## config.mk

```make
export PLATFORM = sky130hd
export DESIGN_NAME = fft_stage_sequencer_flat
export DESIGN_NICKNAME = d
export VERILOG_FILES = /design/src/rtl/fft_stage_sequencer_if.sv /design/src/rtl/fft_stage_sequencer.sv /design/src/flat_wrapper.sv
export SDC_FILE = /design/constraint.sdc
export NUM_CORES = 1
export LEC_CHECK = 0
export ABC_AREA = 1
export CORE_MARGIN = 3
export CORE_UTILIZATION = 45
export CTS_CLUSTER_SIZE = 16
export DETAILED_ROUTE_END_ITERATION = 7
export PLACE_DENSITY = 0.83
export SLEW_MARGIN = 20
export SYNTH_ARGS = -nofsm -noshare
export SYNTH_HDL_FRONTEND = slang
export SYNTH_SLANG_ARGS = --single-unit
export TNS_END_PERCENT = 20
```

## constraint.sdc

```tcl
create_clock -name clk -period 1.8 [get_ports clk]
set_clock_uncertainty 0.1 [all_clocks]
set_input_delay 0.36 -clock clk [delete_from_list [all_inputs] [get_ports clk]]
set_output_delay 0.36 -clock clk [all_outputs]
set_load 0.02 [all_outputs]
```

## src/rtl/fft_stage_sequencer_if.sv

```systemverilog
// Issue/writeback bundle between the FFT stage sequencer and its surroundings.
// The slave modport is the sequencer side; the master modport drives start/stall/wb_valid.
interface fft_stage_sequencer_if #(
  parameter int N            = 32,
  parameter int MAX_INFLIGHT = 8
);
  localparam int STAGE_W = $clog2($clog2(N));
  localparam int PAIR_W  = $clog2(N / 2);
  localparam int CNT_W   = $clog2(MAX_INFLIGHT + 1);

  logic               start;
  logic               stall;
  logic               wb_valid;
  logic               agu_valid;
  logic [STAGE_W-1:0] stage;
  logic [PAIR_W-1:0]  pair_id;
  logic [CNT_W-1:0]   inflight;
  logic               busy;
  logic               done;
  logic               err;

  modport master (
    output start, stall, wb_valid,
    input  agu_valid, stage, pair_id, inflight, busy, done, err
  );

  modport slave (
    input  start, stall, wb_valid,
    output agu_valid, stage, pair_id, inflight, busy, done, err
  );
endinterface

```

## src/rtl/fft_stage_sequencer.sv

```systemverilog
// Stage/pair walker for an in-place radix-2 FFT: issues butterflies to the AGU,
// throttles on stall and in-flight limit, and drains writebacks between stages.
module fft_stage_sequencer #(
  parameter int N            = 32,
  parameter int MAX_INFLIGHT = 8
) (
  input  logic                 clk,
  input  logic                 reset,
  fft_stage_sequencer_if.slave bus
);
  localparam int LOG2N   = $clog2(N);
  localparam int STAGE_W = $clog2(LOG2N);
  localparam int PAIR_W  = $clog2(N / 2);
  localparam int CNT_W   = $clog2(MAX_INFLIGHT + 1);

  localparam logic [STAGE_W-1:0] LAST_STAGE = STAGE_W'(LOG2N - 1);
  localparam logic [PAIR_W-1:0]  LAST_PAIR  = PAIR_W'(N / 2 - 1);
  localparam logic [CNT_W-1:0]   MAX_CNT    = CNT_W'(MAX_INFLIGHT);

  typedef enum logic [1:0] {IDLE, RUN, DRAIN, DONE} state_e;

  state_e             state_q;
  logic [STAGE_W-1:0] stage_q;
  logic [PAIR_W-1:0]  pair_q;
  logic [CNT_W-1:0]   inflight_q;
  logic [CNT_W-1:0]   inflight_d;
  logic               busy_q;
  logic               done_q;
  logic               err_q;
  logic               issue_ok;
  logic               wb_orphan;

  // A same-cycle writeback frees a slot, so a full window can still issue.
  always_comb begin
    issue_ok   = (state_q == RUN) && !bus.stall &&
                 ((inflight_q < MAX_CNT) || bus.wb_valid);
    wb_orphan  = bus.wb_valid && (inflight_q == '0) && !issue_ok;
    inflight_d = inflight_q;
    if (issue_ok && !bus.wb_valid) begin
      inflight_d = inflight_q + CNT_W'(1);
    end else if (!issue_ok && bus.wb_valid && (inflight_q != '0)) begin
      inflight_d = inflight_q - CNT_W'(1);
    end
  end

  always_ff @(posedge clk or posedge reset) begin
    if (reset) begin
      state_q    <= IDLE;
      stage_q    <= '0;
      pair_q     <= '0;
      inflight_q <= '0;
      busy_q     <= 1'b0;
      done_q     <= 1'b0;
      err_q      <= 1'b0;
    end else begin
      inflight_q <= inflight_d;
      done_q     <= 1'b0;
      case (state_q)
        IDLE: begin
          if (bus.start) begin
            state_q <= RUN;
            stage_q <= '0;
            pair_q  <= '0;
            busy_q  <= 1'b1;
            err_q   <= 1'b0;
          end
        end
        RUN: begin
          if (issue_ok) begin
            if (pair_q == LAST_PAIR) begin
              pair_q  <= '0;
              state_q <= DRAIN;
            end else begin
              pair_q <= pair_q + PAIR_W'(1);
            end
          end
        end
        DRAIN: begin
          // Next stage reads what this stage wrote, so wait for every writeback.
          if (inflight_q == '0) begin
            if (stage_q == LAST_STAGE) begin
              state_q <= DONE;
              busy_q  <= 1'b0;
              done_q  <= 1'b1;
            end else begin
              stage_q <= stage_q + STAGE_W'(1);
              state_q <= RUN;
            end
          end
        end
        DONE: begin
          state_q <= IDLE;
        end
        default: begin
          state_q <= IDLE;
        end
      endcase
      if (wb_orphan) begin
        err_q <= 1'b1;
      end
    end
  end

  assign bus.agu_valid = issue_ok;
  assign bus.stage     = stage_q;
  assign bus.pair_id   = pair_q;
  assign bus.inflight  = inflight_q;
  assign bus.busy      = busy_q;
  assign bus.done      = done_q;
  assign bus.err       = err_q;

endmodule

```

## src/flat_wrapper.sv

```systemverilog
// flat-port wrapper written by rule: the top's interface ports become plain ports
module fft_stage_sequencer_flat 
#(
  parameter int N            = 32,
  parameter int MAX_INFLIGHT = 8
)
  (clk, reset, bus_start, bus_stall, bus_wb_valid, bus_agu_valid, bus_stage, bus_pair_id, bus_inflight, bus_busy, bus_done, bus_err);
  fft_stage_sequencer_if #(.N(N), .MAX_INFLIGHT(MAX_INFLIGHT)) bus_i ();
  input  logic clk;
  input  logic reset;
  input wire logic [$bits(bus_i.start)-1:0] bus_start;
  input wire logic [$bits(bus_i.stall)-1:0] bus_stall;
  input wire logic [$bits(bus_i.wb_valid)-1:0] bus_wb_valid;
  output wire logic [$bits(bus_i.agu_valid)-1:0] bus_agu_valid;
  output wire logic [$bits(bus_i.stage)-1:0] bus_stage;
  output wire logic [$bits(bus_i.pair_id)-1:0] bus_pair_id;
  output wire logic [$bits(bus_i.inflight)-1:0] bus_inflight;
  output wire logic [$bits(bus_i.busy)-1:0] bus_busy;
  output wire logic [$bits(bus_i.done)-1:0] bus_done;
  output wire logic [$bits(bus_i.err)-1:0] bus_err;
  assign bus_i.start = bus_start;
  assign bus_i.stall = bus_stall;
  assign bus_i.wb_valid = bus_wb_valid;
  assign bus_agu_valid = bus_i.agu_valid;
  assign bus_stage = bus_i.stage;
  assign bus_pair_id = bus_i.pair_id;
  assign bus_inflight = bus_i.inflight;
  assign bus_busy = bus_i.busy;
  assign bus_done = bus_i.done;
  assign bus_err = bus_i.err;
  fft_stage_sequencer #(.N(N), .MAX_INFLIGHT(MAX_INFLIGHT)) u_core (.clk(clk), .reset(reset), .bus(bus_i));
endmodule
```

==> results of run 1 <==
[stage by stage]
| step | power [W] | instance area [um^2] | setup WS, ns |
|---|---|---|---|
| final | 0.00214 | 1400 | 0.0480 |
| after global routing | 0.00233 | 1400 | -0.0552 |
| after CTS | 0.00205 | 1320 | -0.0775 |
| after detailed placement | 0.00183 | 1290 | -0.434 |
| after global placement | 0.00178 | 1290 | -0.392 |
| after floorplan | 0.00139 | 995 | 0.0138 |
[where the power goes]
group          switching, W  total, W  internal [W]  leakage, nW
Sequential         0.000140  0.000613      0.000473        0.204
Clock              0.000120  0.000243      0.000123       0.0210
Combinational      0.000729   0.00128      0.000553        0.549
Total              0.000989   0.00214       0.00115        0.775
[logic make-up after synthesis]
family | synth area share
buffers and inverters | 0.0692
xor gates and xnor gates | 0.0176
AOI/OAI and AO/OA | 0.0730
adders and majority gates | 0.0830
DFF | 0.403
and+or+nand+nor | 0.345
muxes | 0.0101
[cell usage in the layout, fill, tap and decap left out, types with 2 or more instances in the layout]
cell type and count:
nand2_1 36, dfrtp_1 15, buf_4 14, inv_1 11
nand3_1 9, dlygate4sd2_1 7, dlymetal6s2s_1 6, inv_2 5
nor2_1 5, o21ai_1 5, clkdlybuf4s50_1 5, nand3_2 4
ha_1 3, clkbuf_4 3, nand2_4 2, xor2_1 2
ha_4 2
[synth_stat cells]
| library cell | count | area (um^2) |
|---|---|---|
| nand3_2 | 4 | 40.0 |
| a21oi_1 | 1 | 5.00 |
| nand2_1 | 37 | 139 |
| xor2_1 | 2 | 17.5 |
| ha_1 | 5 | 62.6 |
| nor2_2 | 1 | 6.26 |
| clkinv_4 | 1 | 8.76 |
| nand3_4 | 1 | 17.5 |
| o21ai_1 | 5 | 25.0 |
| o21ai_0 | 1 | 5.00 |
| or2_2 | 1 | 6.26 |
| inv_2 | 2 | 7.51 |
| fa_1 | 1 | 20.0 |
| nand3_1 | 9 | 45.0 |
| nand4_4 | 1 | 21.3 |
| dfrtp_1 | 16 | 400 |
| o21bai_1 | 1 | 7.51 |
| o21ai_2 | 1 | 8.76 |
| a31oi_1 | 1 | 6.26 |
| nand2_4 | 2 | 22.5 |
| mux2i_1 | 1 | 10.0 |
| a22oi_1 | 1 | 7.51 |
| o31ai_1 | 1 | 7.51 |
| nor2_1 | 5 | 18.8 |
| inv_1 | 14 | 52.6 |
| nand4_1 | 1 | 6.26 |
| nor2_8 | 1 | 20.0 |
[layout make-up]
type | instances | area [um^2] | area share
sequential | 16 | 402 | 0.287
inverter | 17 | 68.8 | 0.0492
timing repair buffer | 33 | 303 | 0.216
clock buffer | 4 | 36.3 | 0.0259
tap | 27 | 33.8 | 0.0242
multi-input combinational | 84 | 556 | 0.397
[flip-flops by register name, indices dropped and copies added, names as in the netlist]
name	cells
u_core.bus.err	1
u_core.bus.inflight	4
u_core.state_q	2
u_core.bus.pair_id	4
u_core.bus.busy	1
u_core.bus.stage	3
u_core.bus.done	1
[repair_timing]
action                                 4_1_cts  5_1_grt
setup endpoints to repair                    9        7
pin swaps                                    1        4
endpoints found under the hold margin        0        0
setup buffers                                0        5
gates resized for setup                     13       14
[layer usage]
metal,track usage,share of wire,vias to the layer above
li1,-,-,448
met1,0.210,0.42,436
met2,0.329,0.52,23
met3,0.0338,0.051,3
met4,0.0511,0.0076,0
met5,0,0,-
[worst register-to-register path, stage by stage (launching register included)]
cell	delay [ns]
dfrtp_1	0.38
inv_2	0.08
nor2_8	0.13
nand4_4	0.15
buf_4	0.18
fa_2	0.33
xor2_1	0.17
nand2_1	0.08
o21ai_2	0.05
[path summary, 6_finish.rpt]
| path | from | slack, ns | endpoint | cells past startpoint |
|---|---|---|---|---|
| setup / recovery | u_core.state_q[0]$_DFFE_PP0P_ | 0.05 | bus_agu_valid | 6 |
| hold / removal | reset | 0.26 | u_core.bus.inflight[2]$_DFFE_PP0P_ | 3 |
| setup reg to reg | u_core.state_q[0]$_DFFE_PP0P_ | 0.06 | u_core.bus.inflight[2]$_DFFE_PP0P_ | 8 |
| hold reg to reg | u_core.bus.err$_DFFE_PP0P_ | 0.41 | u_core.bus.err$_DFFE_PP0P_ | 2 |
| max in group asynchronous | reset | 1.14 | u_core.state_q[1]$_DFFE_PP0P_ | 3 |
| min in group clk | bus_wb_valid | 0.36 | u_core.bus.err$_DFFE_PP0P_ | 4 |
==> impl_metrics.toml, run 1 <==
[critical_path]
start_kind = "flip-flop"
required_ns = 1.34
path_cells = "inv_2 > nor2_8 > buf_4 > nand3_4 > inv_1 > buf_6"
slowest_stage = "dfrtp_1"
critPathMaxFanout = 3
cpPeakStageDelay_ns = 0.38
end_kind = "output pin"
criticalPathCategory = "reg2out"
critPathArrivalTime_ns = 1.29
crit_family = "buffers and inverters"
crit_buf_inv = 4

[sta]
drv_slew = 0
hold_violations = 0
min_period_ns = 1.75
tns_ns = 0
fmaxAchievable_ghz = 0.571
relSlewSlack = 0.829
setup_viol = 0
fin_hold_ws_ns = 0.264
period_share = 0.973
worst_pin_slew_ns = 0.257
rsz0062_at_grt = "true"

[clock_tree]
cts_buffer_depth = 2
cts_sinks = 16
root_buffer = "clkbuf_4"
cts_tree = "done"
cts_max_level = 1
hold_buffers = 0
clk_latency_ns = 0.29
cts_made_buffers = 3
clkSlewWorstSetupHoldPaths_ns = 0.10

[global_routing]
grt_max_degree = 17
overflow = 0
grtUsageTotal = 0.179
grt_pass1_vias = 876
grt_pass1_wl_um = 3720
grt_antenna_before_repair = 0

[floorplan]
dieArea_mm2 = 0.00281
start_util = 0.492
io_pins = 20
die_x_um = 53.0
core_region_area_mm2 = 0.00202
rows = 16
die_h_um = 53.0

[job]
maxCapViolCount = 0

[detailed_routing]
drtIter0Drc = 19
routed_wl_um = 2250
dr.pass1.iters = 4
wl_per_cell_um = 12.4
vias = 910
drc_errors = 0
drt.antenna.violating_nets = 0
via_per_inst = 5.03

[yosys]
syn-cell-area_um2 = 995
synth-seq-cells = 16
syn_nets = 128
synth-warning-count = 0
ys_seq_area_frac = 0.403
syn_area_per_cell_um2 = 8.50
synthDistinctLibCells = 27
syn_inst = 117

[layout]
drive_gt1_frac = 0.273
final_cells = 181
area_growth_pct = 40.6
fill_cells = 153
final_core_util = 0.692
antenna_cells = 0
fin_nets = 166

[power]
p_per_area_mw_per_mm2 = 1530
leakage_nw = 0.775
max-vdd-ir-drop_mv = 0.875

[place]
gp_congestion = 0.824
place_inst = 172
hpwl_um = 1620
port_buffers = 19

[run_status]
status = "finished clean"

[hold_path]
hold_class = "in2async"
Power figures use the tool's default switching activity.
==> inputs of run 2 (changes only) <==
--- a/config.mk
+++ b/config.mk
@@ -6,11 +6,13 @@
 export NUM_CORES = 1
 export LEC_CHECK = 0
 export ABC_AREA = 1
+export CAP_MARGIN = 10
 export CORE_MARGIN = 3
 export CORE_UTILIZATION = 45
 export CTS_CLUSTER_SIZE = 16
 export DETAILED_ROUTE_END_ITERATION = 7
-export PLACE_DENSITY = 0.83
+export MAX_ROUTING_LAYER = met4
+export PLACE_DENSITY = 0.74
 export SLEW_MARGIN = 20
 export SYNTH_ARGS = -nofsm -noshare
 export SYNTH_HDL_FRONTEND = slang
==> impl_metrics.toml, run 2 (synthesis gave the netlist of run 1 again) <==
[layout]
final_area_mm2 = 0.00138
antenna_cells = 0
fill_cells = 177
fin_nets = 163
final_core_util = 0.680
multi_input_area_um2 = 556
regArea_um2 = 402
area_growth_pct = 38.2
drive_gt1_frac = 0.252
layout_common_cells = "36 x nand2_1, 15 x dfrtp_1, 12 x inv_1"
final_common_cell = "nand2_1"

[place]
port_buffers = 19
dp_slack_ns = -0.401
gp_congestion = 0.756
dpl-instance-area_mm2 = 0.00129
hpwl_um = 1680

[critical_path]
r2r_cells = 12
end_kind = "flip-flop"
path_cells = "clkdlybuf4s50_1 > inv_2 > nand4_4 > ha_4 > nand2_1 > nand2_1 > nor2_2 > inv_1 > nand2_1 > nand2_1 > nand2_1 > nand2_1"
slowest_stage = "clkdlybuf4s50_1"
critPathMaxFanout = 4
rr_endpoint = "u_core.bus.inflight[3]$_DFFE_PP0P_"
required_ns = 1.88
r2r_setup_slack_ns = 0.08
setup.worst_path.end = "u_core.bus.inflight[3]$_DFFE_PP0P_"
crit_start = "bus_stall"
critPathArrivalTime_ns = 1.83
reg2reg_from = "u_core.state_q[0]$_DFFE_PP0P_"
criticalPathCategory = "in2reg"
path_common_cell = "nand2_1"
start_kind = "primary input"
cpPeakStageDelay_ns = 0.43

[detailed_routing]
vias = 877
drt.antenna.violating_nets = 0
via_per_inst = 4.93
drtIter0Drc = 16
routed_wl_um = 2080
dr.pass1.iters = 4
drc_errors = 0
wl_per_cell_um = 11.7

[global_routing]
grt_pass1_wl_um = 3610
grtUsageTotal = 0.179
overflow = 0
grt_max_degree = 17
grt_pass1_vias = 828
grt_antenna_before_repair = 0

[power]
p_per_area_mw_per_mm2 = 1520
leakage_nw = 0.772
max-vdd-ir-drop_mv = 1.02

[sta]
drv_slew = 0
period_share = 0.971
relSlewSlack = 0.829
fin_hold_ws_ns = 0.269
layout_setup_ws_ns = 0.0529
worst_pin_slew_ns = 0.256
hold_violations = 0
setup_viol = 0
min_period_ns = 1.75
fmaxAchievable_ghz = 0.572
rsz0062_at_grt = "true"

[clock_tree]
cts_tree = "done"
clkSlewWorstSetupHoldPaths_ns = 0.09
cts_sinks = 16
clk_latency_ns = 0.28
cts_max_level = 1
cts_buffer_depth = 2
cts_made_buffers = 3
root_buffer = "clkbuf_4"

[run_status]
status = "finished clean"

[hold_path]
hold_class = "in2async"

[floorplan]
die_h_um = 53.0
rows = 16
dieArea_mm2 = 0.00281
die_x_um = 53.0
start_util = 0.492
core_region_area_mm2 = 0.00202
io_pins = 20

[job]
maxCapViolCount = 0
[run 2: cell count changes in the layout (fill, tap and decap cells not counted)]
cell | before | now
inv_1 | 11 | 12
fa_1 | 0 | 1
nor2_1 | 5 | 4
nor2_2 | 1 | 2
fa_2 | 1 | 0
dlymetal6s2s_1 | 6 | 7
clkdlybuf4s50_1 | 5 | 6
inv_2 | 5 | 4
buf_6 | 1 | 0
buf_4 | 14 | 11
buf_2 | 0 | 1
dlygate4sd2_1 | 7 | 5
[run 2: layout make-up]
| type | count | share of cell area |
|---|---|---|
| Sequential cell | 16 | 0.292 |
| Timing Repair Buffer | 30 | 0.203 |
| Tap cell | 27 | 0.0246 |
| Inverter | 17 | 0.0500 |
| Multi-Input combinational cell | 84 | 0.404 |
| Clock buffer | 4 | 0.0264 |
[run 2: how the worst min path moves through the flow]
stage	from	to	slack, ns
finish	reset	u_core.bus.stage[1]$_DFFE_PP0P_	0.27
global placement	u_core.bus.err$_DFFE_PP0P_	u_core.bus.err$_DFFE_PP0P_	0.38
detailed placement	u_core.bus.err$_DFFE_PP0P_	u_core.bus.err$_DFFE_PP0P_	0.38
floorplan	reset	u_core.bus.busy$_DFFE_PP0P_	0.17
CTS	reset	u_core.bus.stage[0]$_DFFE_PP0P_	0.27
global route	reset	u_core.bus.inflight[2]$_DFFE_PP0P_	0.29
[run 2: metal layers]
| metal | part of all wire | wire, um | global-route usage |
|---|---|---|---|
| met1 | 0.46 | 966 | 0.222 |
| met2 | 0.49 | 1020 | 0.291 |
| met3 | 0.033 | 68 | 0.0254 |
| met4 | 0.012 | 26 | 0.0766 |
| met5 | 0 | 0 | - |
[run 2: through the flow]
step                setup TNS, ns  instances  total power [W]
finish                          0        178          0.00208
global route              -0.0296        178          0.00226
CTS                       -0.0125        177          0.00208
detailed placement          -1.15        173          0.00182
global placement           -0.999        173          0.00178
floorplan                       0        117          0.00139
[run 2: worst max-delay path: cells and delay by family]
family / cells / cell delay (ns)
adder cells (fa/ha/maj): 1 / 0.29
AND/OR/NAND/NOR: 8 / 0.58
buffers and inverters: 3 / 0.60
[run 2: where the power goes]
| part | internal [W] | switching (W) |
|---|---|---|
| clock network | 0.000123 | 0.000113 |
| logic | 0.000528 | 0.000709 |
| registers | 0.000473 | 0.000137 |
| total | 0.00112 | 0.000959 |
[run 2: repair_timing]
action	CTS	global route
endpoints found under the hold margin	0	0
setup buffers	0	1
pin swaps	0	4
hold buffers	0	0
gates resized for setup	12	11
setup endpoints to repair	7	9
gates cloned	0	0
